==> src/rtl/avalon_burst_memory_adapter_if.sv <==
// Avalon-MM bursting memory port bundle.
// The host drives commands and write beats; the adapter answers on waitrequest/read_valid.
interface avalon_burst_memory_adapter_if #(
   parameter int DATAWIDTH  = 32,
   parameter int ADDRWIDTH  = 8,
   parameter int BURSTWIDTH = 4
);
   logic                    read;
   logic                    write;
   logic [ADDRWIDTH-1:0]    address;
   logic [BURSTWIDTH-1:0]   burstcount;
   logic [DATAWIDTH/8-1:0]  byteenable;
   logic [DATAWIDTH-1:0]    data_in;
   logic                    waitrequest;
   logic                    read_valid;
   logic [DATAWIDTH-1:0]    data_out;

   modport master (
      output read, write, address, burstcount, byteenable, data_in,
      input  waitrequest, read_valid, data_out
   );

   modport slave (
      input  read, write, address, burstcount, byteenable, data_in,
      output waitrequest, read_valid, data_out
   );
endinterface

==> src/rtl/avalon_burst_memory_adapter.sv <==
// Bursting Avalon-MM slave onto a single-port synchronous memory.
// Read data returns through a LATENCY-deep valid pipeline.
module avalon_burst_memory_adapter #(
   parameter int DATAWIDTH  = 32,
   parameter int DATADEPTH  = 256,
   parameter int ADDRWIDTH  = $clog2(DATADEPTH),
   parameter int BURSTWIDTH = 4,
   parameter int LATENCY    = 1
) (
   input  logic                   clk,
   input  logic                   reset,
   avalon_burst_memory_adapter_if.slave av,
   output logic                   mem_read,
   output logic                   mem_write,
   output logic [ADDRWIDTH-1:0]   mem_address,
   output logic [DATAWIDTH/8-1:0] mem_byteenable,
   output logic [DATAWIDTH-1:0]   mem_wr_data,
   input  logic [DATAWIDTH-1:0]   mem_rd_data
);
   typedef enum logic [1:0] {IDLE, RD_BURST, WR_BURST} state_t;

   state_t                state;
   logic [BURSTWIDTH-1:0] remaining;
   logic [BURSTWIDTH-1:0] beats;
   logic [ADDRWIDTH-1:0]  next_address;
   logic                  rd_beat;
   logic [LATENCY-1:0]    pipe_vld;
   logic [LATENCY-1:0]    pipe_oor;

   function automatic logic in_range(input logic [ADDRWIDTH-1:0] a);
      return 32'(a) < 32'(DATADEPTH);
   endfunction

   function automatic logic [ADDRWIDTH-1:0] inc_addr(
      input logic [ADDRWIDTH-1:0] a
   );
      return (32'(a) == 32'(DATADEPTH - 1)) ? '0 : a + ADDRWIDTH'(1);
   endfunction

   assign beats        = (av.burstcount == '0) ? BURSTWIDTH'(1)
                                               : av.burstcount;
   assign next_address = inc_addr(mem_address);
   assign av.waitrequest = (state == RD_BURST);
   assign av.read_valid  = pipe_vld[LATENCY-1];
   // Out-of-range read beats still occupy a return slot but yield zero.
   assign av.data_out = (pipe_vld[LATENCY-1] && !pipe_oor[LATENCY-1])
                        ? mem_rd_data : '0;

   always_ff @(posedge clk) begin
      if (reset) begin
         state          <= IDLE;
         remaining      <= '0;
         rd_beat        <= 1'b0;
         mem_read       <= 1'b0;
         mem_write      <= 1'b0;
         mem_address    <= '0;
         mem_byteenable <= '0;
         mem_wr_data    <= '0;
         pipe_vld       <= '0;
         pipe_oor       <= '0;
      end else begin
         mem_read    <= 1'b0;
         mem_write   <= 1'b0;
         rd_beat     <= 1'b0;
         pipe_vld[0] <= rd_beat;
         pipe_oor[0] <= rd_beat & ~mem_read;
         for (int i = 1; i < LATENCY; i++) begin
            pipe_vld[i] <= pipe_vld[i-1];
            pipe_oor[i] <= pipe_oor[i-1];
         end
         unique case (state)
            IDLE: begin
               if (av.write) begin
                  mem_write      <= in_range(av.address);
                  mem_address    <= av.address;
                  mem_wr_data    <= av.data_in;
                  mem_byteenable <= av.byteenable;
                  if (beats > BURSTWIDTH'(1)) begin
                     state     <= WR_BURST;
                     remaining <= beats - BURSTWIDTH'(1);
                  end
               end else if (av.read) begin
                  mem_read    <= in_range(av.address);
                  rd_beat     <= 1'b1;
                  mem_address <= av.address;
                  remaining   <= beats;
                  state       <= RD_BURST;
               end
            end
            RD_BURST: begin
               if (remaining == BURSTWIDTH'(1)) begin
                  state <= IDLE;
               end else begin
                  mem_read    <= in_range(next_address);
                  rd_beat     <= 1'b1;
                  mem_address <= next_address;
                  remaining   <= remaining - BURSTWIDTH'(1);
               end
            end
            WR_BURST: begin
               if (av.write) begin
                  mem_write      <= in_range(next_address);
                  mem_address    <= next_address;
                  mem_wr_data    <= av.data_in;
                  mem_byteenable <= av.byteenable;
                  remaining      <= remaining - BURSTWIDTH'(1);
                  if (remaining == BURSTWIDTH'(1)) state <= IDLE;
               end
            end
            default: state <= IDLE;
         endcase
      end
   end
endmodule

==> src/flat_wrapper.sv <==
// flat-port wrapper written by rule: the top's interface ports become plain ports
module avalon_burst_memory_adapter_flat 
#(
   parameter int DATAWIDTH  = 32,
   parameter int DATADEPTH  = 256,
   parameter int ADDRWIDTH  = $clog2(DATADEPTH),
   parameter int BURSTWIDTH = 4,
   parameter int LATENCY    = 1
)
  (clk, reset, mem_read, mem_write, mem_address, mem_byteenable, mem_wr_data, mem_rd_data, av_read, av_write, av_address, av_burstcount, av_byteenable, av_data_in, av_waitrequest, av_read_valid, av_data_out);
  avalon_burst_memory_adapter_if #(.DATAWIDTH(DATAWIDTH), .ADDRWIDTH(ADDRWIDTH), .BURSTWIDTH(BURSTWIDTH)) av_i ();
  input  logic clk;
  input  logic reset;
  output logic mem_read;
  output logic mem_write;
  output logic [ADDRWIDTH-1:0] mem_address;
  output logic [DATAWIDTH/8-1:0] mem_byteenable;
  output logic [DATAWIDTH-1:0] mem_wr_data;
  input  logic [DATAWIDTH-1:0] mem_rd_data;
  input wire logic [$bits(av_i.read)-1:0] av_read;
  input wire logic [$bits(av_i.write)-1:0] av_write;
  input wire logic [$bits(av_i.address)-1:0] av_address;
  input wire logic [$bits(av_i.burstcount)-1:0] av_burstcount;
  input wire logic [$bits(av_i.byteenable)-1:0] av_byteenable;
  input wire logic [$bits(av_i.data_in)-1:0] av_data_in;
  output wire logic [$bits(av_i.waitrequest)-1:0] av_waitrequest;
  output wire logic [$bits(av_i.read_valid)-1:0] av_read_valid;
  output wire logic [$bits(av_i.data_out)-1:0] av_data_out;
  assign av_i.read = av_read;
  assign av_i.write = av_write;
  assign av_i.address = av_address;
  assign av_i.burstcount = av_burstcount;
  assign av_i.byteenable = av_byteenable;
  assign av_i.data_in = av_data_in;
  assign av_waitrequest = av_i.waitrequest;
  assign av_read_valid = av_i.read_valid;
  assign av_data_out = av_i.data_out;
  avalon_burst_memory_adapter #(.DATAWIDTH(DATAWIDTH), .DATADEPTH(DATADEPTH), .ADDRWIDTH(ADDRWIDTH), .BURSTWIDTH(BURSTWIDTH), .LATENCY(LATENCY)) u_core (.clk(clk), .reset(reset), .av(av_i), .mem_read(mem_read), .mem_write(mem_write), .mem_address(mem_address), .mem_byteenable(mem_byteenable), .mem_wr_data(mem_wr_data), .mem_rd_data(mem_rd_data));
endmodule
==> config.mk <==
export PLATFORM = sky130hd
export DESIGN_NAME = avalon_burst_memory_adapter_flat
export DESIGN_NICKNAME = d
export VERILOG_FILES = /design/src/rtl/avalon_burst_memory_adapter_if.sv /design/src/rtl/avalon_burst_memory_adapter.sv /design/src/flat_wrapper.sv
export SDC_FILE = /design/constraint.sdc
export NUM_CORES = 1
export LEC_CHECK = 0
export ABC_CLOCK_PERIOD_IN_PS = 4800
export BUFFER_PORTS_ARGS = -buffer_cell sky130_fd_sc_hd__buf_2
export CAP_MARGIN = 20
export CORE_ASPECT_RATIO = 1.25
export CORE_MARGIN = 5
export CORE_UTILIZATION = 40
export DETAILED_ROUTE_END_ITERATION = 10
export PLACE_DENSITY = 0.72
export SLEW_MARGIN = 20
export SYNTH_ARGS = -nofsm -noshare
export SYNTH_HDL_FRONTEND = slang
export SYNTH_SLANG_ARGS = --single-unit
==> constraint.sdc <==
create_clock -name clk -period 4.8 [get_ports clk]
set_input_delay 1.2 -clock clk [delete_from_list [all_inputs] [get_ports clk]]
set_output_delay 1.2 -clock clk [all_outputs]
set_load 0.01 [all_outputs]
== Yosys cells after proc, flatten, opt, wreduce, memory -nomap -nowiden ==
Cells that the tools add are included.
Word-level totals
  output and inout port bits: 80
  flip-flop bits (word level): 53
  logic and storage cells: 55
  input bits: 84
Cells by class
  bitwise logic cells: 1
  eq/ne operators: 8
  add/sub/neg operators: 3
  magnitude comparators: 1
  reductions and logical operators: 9
  mux-type cells: 25
Operator list (number)
  $mux W8: 5
  $mux W32: 1
  $mux W4: 6
  $pmux W8 S3: 1
  $pmux W4 S3: 1
  $mux W2: 5
  $add A8 B1 Y8 const B: 1
  $eq A8 B8 Y1 const B: 1
  $sub A4 B1 Y4 const B: 2
  $pmux W2 S3: 1
  $reduce_and A5 Y1: 1
  $eq A4 B1 Y1 const B: 1
  $gt A4 B1 Y1 const B: 1
  $logic_not A4 Y1: 1
  $mux W1: 4
  $ne A2 B2 Y1 const B: 2
  $reduce_and A4 Y1: 1
  $reduce_or A2 Y1: 2
  $ne A3 B2 Y1 const B: 1
  $ne A3 B3 Y1 const B: 1
  $reduce_and A3 Y1: 1
  $reduce_bool A3 Y1: 1
  $eq A2 B1 Y1 const B: 1
  $eq A2 B2 Y1 const B: 1
  other kinds (4): 4

== Logic depth before layout (Yosys ltp) ==
Gate-level depths: netlist of the first run.
  word-level depth: 6
  mapped depth: 8
  depth with buffers taken out: 7

== Worst setup path before layout of the first run ==
Ideal clock, no wire load.
  path kind: in2out
  start: input port mem_rd_data[0]
  end: output port av_data_out[0]
  slack: 2.235 ns
  path buffers: 0
  arrival time: 1.365 ns
  data required time: 3.600 ns
  stages: 1
  path through: and2_1
Between the ends
  cells in the longest elaborated chain, start to end: 1
RTL lines
  start, declared: RTL line flat_wrapper.sv:19  | input logic [DATAWIDTH-1:0] mem_rd_data;
  $mux W32: RTL line avalon_burst_memory_adapter.sv:47  | ? mem_rd_data : '0;
  end, declared: RTL line flat_wrapper.sv:28  | output wire logic [$bits(av_i.data_out)-1:0] av_data_out;
Every way passes these cells.

== Worst setup path in the final report of the first run ==
  start: input port mem_rd_data[23]
  end: output port av_data_out[23]
Same word-level chain as after synthesis.

==> results.md, run 1 <==
Die:
- The floorplan die area is 8419 µm².
- The die extent in x is 83.08 µm.
- The count of boundary I/O pins is 164.
- Row generation in the floorplan step produced 33 rows.
- The initial cell density of the core is 40.93%.
- In this run the vertical extent of the chip is 101.3 µm.
- The region available for standard cell placement spans 6524 µm².

Layout:
- The final net count is 583.
- The number of cells in the finished layout apart from fillers is 580.
- The area added between synthesis and finish is 34.82%.
- The layout has 655 filler cells.
- 0 antenna diodes ended up in the layout.
- The fraction of layout instances using a drive strength above 1 is 36.51%.

Critical path:
- The peak fanout along the critical path is 1.
- The worst setup path is launched from an input pin.
- The data arrival time of the worst path is 1.58 ns.
- The worst setup path is captured at a primary output.
- The critical path goes through buf_2 > and2_1 > buf_2.
- The most numerous cell type found on the critical path is sky130_fd_sc_hd__buf_2.
- The critical path required time is 3.60 ns.
- The highest-delay cell along the critical path is sky130_fd_sc_hd__and2_1.
- By startpoint and endpoint, the worst setup path is classified as in -> out.
- The largest single stage delay on the critical path is 0.15 ns.

STA:
- Setup total negative slack on the finished layout was measured at 0 ns.
- The slew at the pin with the worst max-slew slack is 0.9848 ns.
- The worst pin sits at a relative slew slack of 34.35%.
- Of the available clock period, the critical path in the final layout requires 57.99%.
- Clock skew on the completed layout was measured at 0.005103 ns.
- The highest clock frequency the design can meet is 359.2 MHz.
- The routed design could run at a clock period as short as 2.784 ns.
- Setup repair after global routing left no endpoint under its margin.
- The number of slew-limit violations in the final report was 0.
- Setup violations remaining at the end of the flow were counted as 0.
- The number of failing hold endpoints at the final stage was 0.

Power and ir drop:
- In this run the power density over the cells is 475.8 nW/µm².
- The maximum ir drop on the vdd rail is 0.0003212 V.
- The standby leakage power is 1.773 nW.

Placed design:
- The count of buffers from port buffering is 163.
- Detailed placement finished with a half-perimeter wire length of 6110 µm.
- The last weighted congestion value of the routability-driven placer is 0.8653.
- The count of placed standard cells including taps is 572.

Global routing:
- Global routing used 18.19% of the available tracks across all layers.
- In the global route stage, met2 resource usage came out at 32.78%.
- The number of global-route vias before repair is 2730.
- The first global-routing pass estimated 12860 µm of wire.
- The maximum number of pins on one net before global-route repair is 57.
- The number of antenna violations at the first check in global routing is 0.
- In the global route stage, met3 resource usage came out at 4.801%.
- The met1 track demand over resource is 21.19%.
- For this run the aggregate overflow at the end of global routing stands at 0.
- After global routing, the most crowded layer is met2.

Routing:
- The average routed wire per standard cell is 13.99 µm.
- The first detailed-routing pass took 4 iterations.
- The DRC violation count after routing is 0.
- The via count of the routed design is 2911.
- The detailed router finished its first iteration with 93 violations.
- The routed design has 8115 µm of wire.
- The remaining number of nets flagged by the antenna check after routing is 0.
- The number of vias per cell is 5.019.

Clocking:
- The number of gates given a new drive strength after cts is 0.
- The clock tree from TritonCTS is done.
- In this run the clock root is driven by a sky130_fd_sc_hd__clkbuf_8.
- The number of H-tree levels is 2.
- Clock latency on the worst-skew pair, taken at its later pin, is 0.31 ns.
- The total clock buffers created by CTS is 5.
- The number of buffers on the longest clock path is 2.
- The clock sink count is 53.
- The clock slew at the register clock pins of the worst setup and hold paths is 0.10 ns.
- The count of hold buffers inserted by post-cts repair is 0.
- The buffer count from post-CTS setup fixing is 0.

Yosys:
- Counting flops with a built-in enable in the synthesized netlist gives 0.
- Of the total synthesized cell area, the portion taken by AND, OR, NAND and NOR gates is 30.79%.
- The combinational family with the most area after synthesis is simple AND/OR/NAND/NOR gates.
- The portion of synthesized area spent on multiplexers is 0.3749%.
- Summing the areas of all xor and xnor instances in the mapped netlist gives 0.3280% of the synthesized area.
- The Yosys step of the flow raised 0 warnings.
- The mean instance size in the synthesized netlist is 7.717 µm².
- The total nets after synthesis is 437.
- Counting every instance in the synthesized netlist gives 346.
- The share of the synthesized area in compound gates (AO/OA/AOI/OAI) is 20.06%.
- The area share of fa/ha/maj cells after synthesis is 3.280%.
- Sequential elements use 39.74% of the synthesized area.
- The fraction of registers with async set or reset after synthesis is 0%.
- The primary flip-flop cell chosen by synthesis mapping is sky130_fd_sc_hd__dfxtp_1.
- Synthesis inferred 53 register bits.
- The netlist uses 50 different library cells.
- The mapped netlist covers 2670 µm².

Outcome:
- The flow ran to the end, and the final reports show no timing, DRC or antenna violations.

Hold path:
- The worst hold-check path type is reg -> reg.

Run:
- Max-cap violations in this run came to 0.
==> sequential cells by signal, indices dropped and copies added, names as in the netlist <==
name                   flops
u_core.av.read_valid       1
u_core.mem_write           1
u_core.state               2
u_core.rd_beat             1
u_core.mem_address         8
u_core.remaining           4
u_core.mem_byteenable      4
u_core.mem_wr_data        32
==> per-stage QoR <==
| stage | setup slack, ns | utilization [%] | total power, mW | area (µm²) | hold slack [ns] |
|---|---|---|---|---|---|
| 6_report | 2.016 | 55.18 | 1.713 | 3600 | 0.4559 |
| 5_1_grt | 1.951 | 55.18 | 1.843 | 3600 | 0.4697 |
| 4_1_cts | 2.016 | 55.18 | 1.724 | 3600 | 0.4576 |
| 3_5_place_dp | 2.016 | 53.41 | 1.410 | 3485 | 0.4439 |
| 3_3_place_gp | 1.981 | 53.39 | 1.392 | 3483 | 0.4385 |
| 2_1_floorplan | 2.235 | - | 1.187 | 2670 | 0.4704 |
==> power by group <==
| group | internal (mW) | switching (mW) | leakage, nW |
|---|---|---|---|
| clock | 0.156 | 0.155 | 0.0543 |
| combinational | 0.309 | 0.463 | 1.28 |
| sequential | 0.541 | 0.0887 | 0.436 |
| total | 1.01 | 0.707 | 1.77 |
==> layer usage <==
layer | vias to the layer above | routed length, µm
li1 | 1472 | -
met1 | 1327 | 3357
met2 | 104 | 4184
met3 | 8 | 476
met4 | 0 | 96
met5 | - | 0
==> cell type report <==
class | instances | area [µm²] | share of cell area (%)
Timing Repair Buffer | 164 | 823.3 | 22.87
Clock buffer | 5 | 68.82 | 1.912
Multi-Input combinational cell | 261 | 1465 | 40.70
Tap cell | 87 | 108.9 | 3.024
Clock inverter | 3 | 46.29 | 1.286
Sequential cell | 53 | 1061 | 29.48
Inverter | 7 | 26.28 | 0.7299
==> kinds of logic after synthesis <==
family | count (synthesis)
DFF | 53
and+or+nand+nor | 168
muxes | 1
buffers and inverters | 32
AOI/OAI and AO/OA | 84
adders and majority gates | 7
xor gates and xnor gates | 1
==> critical path, delay by kind of cell <==
family / cells / cell delay (ns)
buf+inv: 2 / 0.24
simple gates: 1 / 0.15
==> cells in the mapped netlist, drive strengths merged, types with 4 or more instances <==
cell type  number  share of area (%)
buf            11                2.5
dfxtp          53                 40
nand3          12                2.2
o21ai           6                1.3
a31oi           4               0.94
nor2           14                2.0
o31ai           6                1.7
nor3            4               0.94
a211oi          4                1.1
ha              7                3.3
and2           34                8.0
clkbuf         14                2.0
nor2b           4               0.94
inv             7               0.98
nand2          80                 11
nand2b          4               0.94
a21oi          46                8.6
==> layout by cell type, fill, tap and decap left out, types with 6 or more instances in the layout <==
master,count
sky130_fd_sc_hd__ha_1,7
sky130_fd_sc_hd__and2_1,34
sky130_fd_sc_hd__buf_2,163
sky130_fd_sc_hd__nor2_1,14
sky130_fd_sc_hd__nand2_1,80
sky130_fd_sc_hd__inv_1,7
sky130_fd_sc_hd__o31ai_1,6
sky130_fd_sc_hd__a21oi_1,46
sky130_fd_sc_hd__nand3_1,12
sky130_fd_sc_hd__dfxtp_1,53
==> path summary, 6_finish.rpt <==
path                          from                    end  slack [ns]  cells past startpoint
min reg2reg  u_core.mem_wr_data[9]  u_core.mem_wr_data[9]        0.46                      2
max                mem_rd_data[23]        av_data_out[23]        2.02                      3
max reg2reg        u_core.state[0]    u_core.remaining[2]        2.41                      6
min          u_core.mem_wr_data[9]  u_core.mem_wr_data[9]        0.46                      2
No activity file was read; power rests on OpenSTA's default activity.
==> inputs of run 2 (changes only) <==
- ABC_CLOCK_PERIOD_IN_PS: 4800 -> 2400
- CORE_UTILIZATION: 40 -> 39
- PLACE_DENSITY: 0.72 -> 0.74
- clock period: 4.8 -> 2.4 ns (I/O delays scaled with it)
==> run 2 against run 1 <==
Via count rose by 1.7%. Global-route usage grew 2.0 points. Die area increased by 2.3%. Largest power group unchanged.
==> results.md, run 2 (synthesis results as in run 1) <==
Power and ir drop:
- The standby leakage power is 1.779 nW.
- The cell area power density is 931.0 nW/µm².
- VDD sags by at most 0.0006180 V.

Clocking:
- After clock tree synthesis, the repair step resized 0 gates.
- The number of H-tree levels is 2.
- Buffers added to address setup during post-CTS repair amount to 0.
- Counting every sink on the clock net gives 53.
- The buffer type at the clock tree root is sky130_fd_sc_hd__clkbuf_8.
- The clock slew at the register clock pins of the worst setup and hold paths is 0.10 ns.
- In this run, post-CTS hold repair placed 0 buffers.
- The clock reaches the later pin of the worst-skew pair after 0.31 ns.
- Buffers inserted during clock tree synthesis total 5.
- The clock tree from TritonCTS is done.
- The number of buffers on the longest clock path is 2.

Routing:
- After detailed routing, the total wire length is 8872 µm.
- The via count of the routed design is 2961.
- Signal routing reaches up to met4.
- The DRC violation count after routing is 0.
- After detailed routing, the number of vias per cell comes to 5.070.
- The iteration-0 DRC count of the detailed router is 171.
- Wire segments on met2 add up to 4508 µm in the final route.
- The detail route stage leaves a number of antenna-violating nets equal to 0.
- The routed design uses 830 µm of met3 wire.
- The met1 layer wirelength in the final routing is 3268 µm.
- In the final routed layout, each cell accounts on average for 15.19 µm.
- The iteration count of the initial detailed-routing pass is 4.

Die:
- The number of placement rows is 33.
- In this run the vertical extent of the chip is 102.5 µm.
- The initial cell density of the core is 40.42%.
- The die extent in x is 84.01 µm.
- The count of boundary I/O pins is 164.
- The core box area is 6606 µm².
- The floorplan die area is 8611 µm².

Placed design:
- The HPWL after detailed placement is 7032 µm.
- At the placement stage, the worst setup path has a slack of 0.3026 ns.
- The count of buffers from port buffering is 163.
- At the end of routability-driven placement, the weighted congestion stood at 0.9597.

Global routing:
- The number of global-route vias before repair came to 2803.
- The global routing usage summed across all routing layers is 20.15%.
- Entering global routing, the biggest net connects 38 pins.
- Summed over all layers, the global routing overflow is 0.
- The first global-routing pass estimated 14060 µm of wire.
- The number of antenna violations at the first check in global routing came to 0.

Critical path:
- The worst-case reg-to-reg path depth is 6.
- The peak fanout along the critical path is 11.
- The worst setup path is captured at a flip-flop.
- The worst setup path startpoint is u_core.state[0].
- The startpoint kind of the worst setup timing path is a flip-flop.
- The reg-to-reg startpoint is u_core.state[0].
- The register-to-register setup slack is 0.29 ns.
- The data arrival time of the worst path is 2.32 ns.
- For the worst setup path, the data required time is 2.61 ns.
- The endpoint of the lowest-slack register-to-register path is u_core.remaining[3].
- The startpoint-to-endpoint class of the critical path is reg -> reg.

STA:
- Setup repair after global routing left no endpoint under its margin.
- The slew at the pin with the worst max-slew slack is 0.8144 ns.
- The minimum clock period is 2.113 ns.
- Measured against its own limit, the worst slew margin works out to 45.71%.
- The sum of negative setup slack is 0 ns.
- Setup violations remaining at the end of the flow were counted as 0.
- The worst path setup slack after routing is 0.2873 ns.
- The number of failing hold endpoints at the final stage is 0.
- The highest clock frequency the design can meet is 473.3 MHz.
- The number of slew-limit violations in the final report is 0.
- The worst clock skew is 0.009409 ns.
- In the finished design, the share of the clock period the worst path needs comes to 88.03%.

Layout:
- The fraction of layout instances using a drive strength above 1 is 36.82%.
- The final net count is 587.
- Cells fill 54.62% of the core in the end.
- The most common library cell in the layout ignoring fill and taps is sky130_fd_sc_hd__buf_2.
- From synthesis to final layout, the design area changed by 35.15%.
- The final antenna diode count is 0.
- The register with the most flip-flops in the layout has 32 of them.
- The largest registers in the layout are u_core.mem_wr_data x32, u_core.mem_address x8.
- The top cell types in the final layout, fill and taps aside, are 163 x sky130_fd_sc_hd__buf_2, 80 x sky130_fd_sc_hd__nand2_1, 53 x sky130_fd_sc_hd__dfxtp_1, 46 x sky130_fd_sc_hd__a21oi_1, 34 x sky130_fd_sc_hd__and2_1.
- The most flop-heavy register is u_core.mem_wr_data.
- After filler insertion, the fill cell instance count of the layout stands at 654.

Hold path:
- The hold path startpoint is u_core.mem_wr_data[12].
- For hold timing, the worst endpoint is u_core.mem_wr_data[12].
- Along the worst hold path, the cell count comes to 2.
- In this run the worst hold path is classified as reg -> reg.

Run:
- The number of max-capacitance violations reported is 0.

Outcome:
- The run finished with clean final reports.
[run 2: changes by cell type in the layout (fill, tap and decap cells not counted)]
cell,previous run,this run
sky130_fd_sc_hd__buf_4,1,5
sky130_fd_sc_hd__bufinv_16,1,0
sky130_fd_sc_hd__clkinv_4,1,0
sky130_fd_sc_hd__clkinvlp_4,1,2
sky130_fd_sc_hd__inv_8,0,1
sky130_fd_sc_hd__o21a_1,0,1
sky130_fd_sc_hd__o21a_2,1,0
[run 2: worst max path at each step]
| stage | to | depth (start not counted) | slack, ns |
|---|---|---|---|
| global route | u_core.remaining[2] | 6 | 0.06 |
| global placement | u_core.remaining[3] | 6 | 0.38 |
| CTS | u_core.remaining[3] | 6 | 0.28 |
| floorplan | u_core.remaining[1] | 7 | 0.62 |
| detailed placement | u_core.remaining[3] | 6 | 0.30 |
| finish | u_core.remaining[3] | 6 | 0.29 |
[run 2: power by group]
part	leakage [nW]	switching, mW	internal, mW	total (mW)
sequential	0.436	0.177	1.08	1.26
clock	0.0423	0.305	0.213	0.518
combinational	1.30	0.945	0.638	1.58
total	1.78	1.43	1.93	3.36
[run 2: area by class of cell]
cell class	count	area (µm²)	share of cell area [%]
clock buffer	5	68.82	1.907
inverter	7	26.28	0.7282
multi-input combinational	261	1464	40.57
timing repair buffer	168	853.3	23.65
clock inverter	3	26.28	0.7282
tap	87	108.9	3.017
sequential	53	1061	29.40
[run 2: metal layers]
layer	vias to the layer above	GRT usage (%)
met5	-	0
met4	0	7.302
met3	18	6.555
met2	132	36.68
met1	1331	22.08
li1	1480	-
[run 2: metrics by stage]
stage	cells	power (mW)	area (µm²)	hold slack, ns
4_1_cts	584	3.397	3608	0.4581
3_3_place_gp	576	2.837	3513	0.4386
2_1_floorplan	346	2.374	2670	0.4704
3_5_place_dp	576	2.866	3513	0.4440
5_1_grt	584	3.640	3608	0.4787
6_report	584	3.360	3608	0.4569
[run 2: critical path: stages (launching register included)]
cell	delay (ns)
sky130_fd_sc_hd__dfxtp_1	0.34
sky130_fd_sc_hd__inv_1	0.08
sky130_fd_sc_hd__ha_1	0.31
sky130_fd_sc_hd__nor3_2	0.09
sky130_fd_sc_hd__a21oi_1	0.64
sky130_fd_sc_hd__nand3_1	0.25
sky130_fd_sc_hd__o32ai_1	0.31
==> inputs of run 3 (changes only) <==
- ABC_AREA: default -> 0
- CELL_PAD_IN_SITES_DETAIL_PLACEMENT: default -> 1
- CELL_PAD_IN_SITES_GLOBAL_PLACEMENT: default -> 2
- CORE_UTILIZATION: 39 -> 20
==> run 3 against run 2 <==
Sequential power about the same. Die area increased by 83%. Wire length is 16% higher. Core utilization is 26 points lower. Register-to-register slack improved by 0.14 ns. Largest cell class unchanged. Largest power group unchanged.
==> results.md, run 3 (synthesis results as in run 1) <==
Layout:
- The most common library cell in the layout ignoring fill and taps is sky130_fd_sc_hd__buf_2.
- The top cell types in the final layout, fill and taps aside, are 163 x sky130_fd_sc_hd__buf_2, 80 x sky130_fd_sc_hd__nand2_1, 53 x sky130_fd_sc_hd__dfxtp_1, 45 x sky130_fd_sc_hd__a21oi_1, 34 x sky130_fd_sc_hd__and2_1.
- u_core.mem_wr_data holds more flip-flops than any other register.
- In the final layout, the share of cells above drive strength 1 is 37.02%.
- In the final layout, the registers with the most flip-flops are u_core.mem_wr_data x32, u_core.mem_address x8.
- The final antenna diode count is 0.
- Counting the fill cells in the layout gives 1650.
- In the final layout, flip-flops and latches occupy 1061 µm².
- In the final layout, the multi-input gates occupy 1468 µm².
- From synthesis to final layout, the design area changed by 41.28%.
- In the final design database the tool counted 587 nets.
- The flip-flop count of the largest register, all copies and words added is 32.

Critical path:
- The worst setup path is launched from a flip-flop.
- The endpoint type of the worst setup path is a primary output.
- Data on the critical path arrives at its endpoint at 1.46 ns.
- The endpoint of the lowest-slack register-to-register path is u_core.mem_address[7].
- The worst setup path is of the reg -> out kind.
- Data on the critical path is required at its endpoint by 1.80 ns.
- The setup check on the worst reg-to-reg path leaves a slack of 0.43 ns.
- The reg-to-reg startpoint is u_core.state[0].
- Counting cells, the worst reg-to-reg path comes to 6.
- The peak fanout along the critical path is 33.

Clocking:
- The number of hold buffers added after CTS was 0.
- The number of clock buffers added by TritonCTS is 5.
- The clock drives 53 sinks.
- The number of H-tree levels is 2.
- No sink is reached through more buffers than the 2 on the longest clock path.
- TritonCTS built the clock tree.
- The clock slew at the register clock pins of the worst setup and hold paths is 0.07 ns.
- The later pin in the worst-skew pair is clocked with a latency of 0.30 ns.
- CTS placed an instance of sky130_fd_sc_hd__clkbuf_16 at the clock tree root.

Die:
- In this run the horizontal extent of the chip is 113.3 µm.
- The number of placement rows is 47.
- The count of boundary I/O pins is 164.
- The floorplan die area is 15780 µm².
- The overall die height is 139.2 µm.
- The region available for standard cell placement spans 13170 µm².
- For this configuration, the core starts out at a cell density of 20.27%.

Routing:
- The average routed wire per standard cell is 15.34 µm.
- The remaining number of nets flagged by the antenna check after routing is 0.
- For this block, the initial DRC count from the detailed router was 86.
- For this block, the routed nets add up to 10250 µm of wire.
- The DRC violation count after routing is 0.
- The number of vias per cell is 4.549.
- The first TritonRoute pass finished after 4 iterations.
- Summing over every cut layer, the via total after detailed routing is 3039.

STA:
- Setup total negative slack on the finished layout was measured at 0 ns.
- For the pin with the worst max-slew slack, the measured transition is 0.7484 ns.
- Timing would allow up to 484.8 MHz.
- Setup repair after global routing left no endpoint under its margin.
- The worst clock skew is 0.01194 ns.
- The clock period could shrink to 2.063 ns.
- The worst-case headroom to the max-slew limit is 50.04%.
- The number of slew-limit violations in the final report came to 0.
- Hold timing on the final database bottoms out at a slack of 0.4521 ns.
- The ratio of final minimum period to clock period is 85.95%.
- The number of failing hold endpoints at the final stage is 0.
- Setup violations remaining at the end of the flow were counted as 0.

Power and ir drop:
- The maximum ir drop on the vdd rail is 0.0005862 V.
- Power spread over the standard cell area amounts to 967.1 nW/µm².
- The standby leakage power is 1.808 nW.
- The total power of the final layout is 3.648 mW.

Global routing:
- The global routing usage summed across all routing layers is 12.53%.
- The first global-routing pass estimated 16260 µm of wire.
- For this run the aggregate overflow at the end of global routing stands at 0.
- The number of antenna violations at the first check in global routing came to 0.
- Entering global routing, the biggest net connects 38 pins.
- The number of global-route vias before repair is 3191.

Hold path:
- The worst hold-check path type is reg -> reg.
- The path with the worst hold slack has its endpoint at u_core.mem_wr_data[5].
- The hold path startpoint is u_core.mem_wr_data[5].
- The depth of the worst hold-timing path is 2.

Placed design:
- Buffers placed on the I/O ports in this run total 163.
- Detailed placement ended at an HPWL of 8114 µm.
- At the end of routability-driven placement, the weighted congestion stood at 0.8459.

Outcome:
- The flow ran to the end, and the final reports show no timing, DRC or antenna violations.

Run:
- The number of max-capacitance violations reported is 0.
## run 3: per-stage QoR
stage,instance area (µm²),utilization [%],worst slack [ns],std cells
floorplan,2670,-,0.6243,346
global placement,3618,27.47,0.3014,660
detailed placement,3618,27.47,0.2440,660
CTS,3769,28.61,0.2113,668
global route,3772,28.64,0.1891,668
finish,3772,28.64,0.3373,668
## run 3: critical path, stage by stage (launching register included)
cell and delay [ns]:
sky130_fd_sc_hd__dfxtp_1 0.80, sky130_fd_sc_hd__and2_1 0.23, sky130_fd_sc_hd__buf_2 0.14
## run 3: routing by layer
metal	GRT usage (%)	part of all wire, %
met5	0	0
met4	2.722	0.80
met1	13.46	39
met2	24.19	52
met3	3.186	7.9
## run 3: what timing repair did
| item | in CTS | in global routing |
|---|---|---|
| endpoints found under the hold margin | 0 | 0 |
| setup buffers | 0 | 0 |
| setup endpoints to repair | 0 | 1 |
| gates resized for setup | 0 | 1 |
## run 3: final cells by class
cell class | count | area share, %
clock buffer | 5 | 3.317
clock inverter | 3 | 0.6633
inverter | 7 | 0.6965
multi-input combinational | 261 | 38.91
sequential | 53 | 28.13
tap | 171 | 5.672
timing repair buffer | 168 | 22.62
## run 3: worst max path at each step
| stage | start | end | slack (ns) | cells after the start |
|---|---|---|---|---|
| floorplan | av_burstcount[1] | u_core.remaining[1] | 0.62 | 7 |
| global placement | u_core.state[0] | u_core.remaining[3] | 0.30 | 6 |
| detailed placement | u_core.state[0] | u_core.remaining[2] | 0.24 | 6 |
| CTS | u_core.state[0] | u_core.remaining[3] | 0.21 | 6 |
| global route | u_core.av.read_valid | av_data_out[13] | 0.19 | 2 |
| finish | u_core.av.read_valid | av_data_out[9] | 0.34 | 2 |
## run 3: report_power, final
part	internal, mW	leakage, nW	switching, mW	total, mW
logic	0.638	1.30	0.992	1.63
registers	1.08	0.436	0.185	1.27
clock network	0.393	0.0704	0.358	0.751
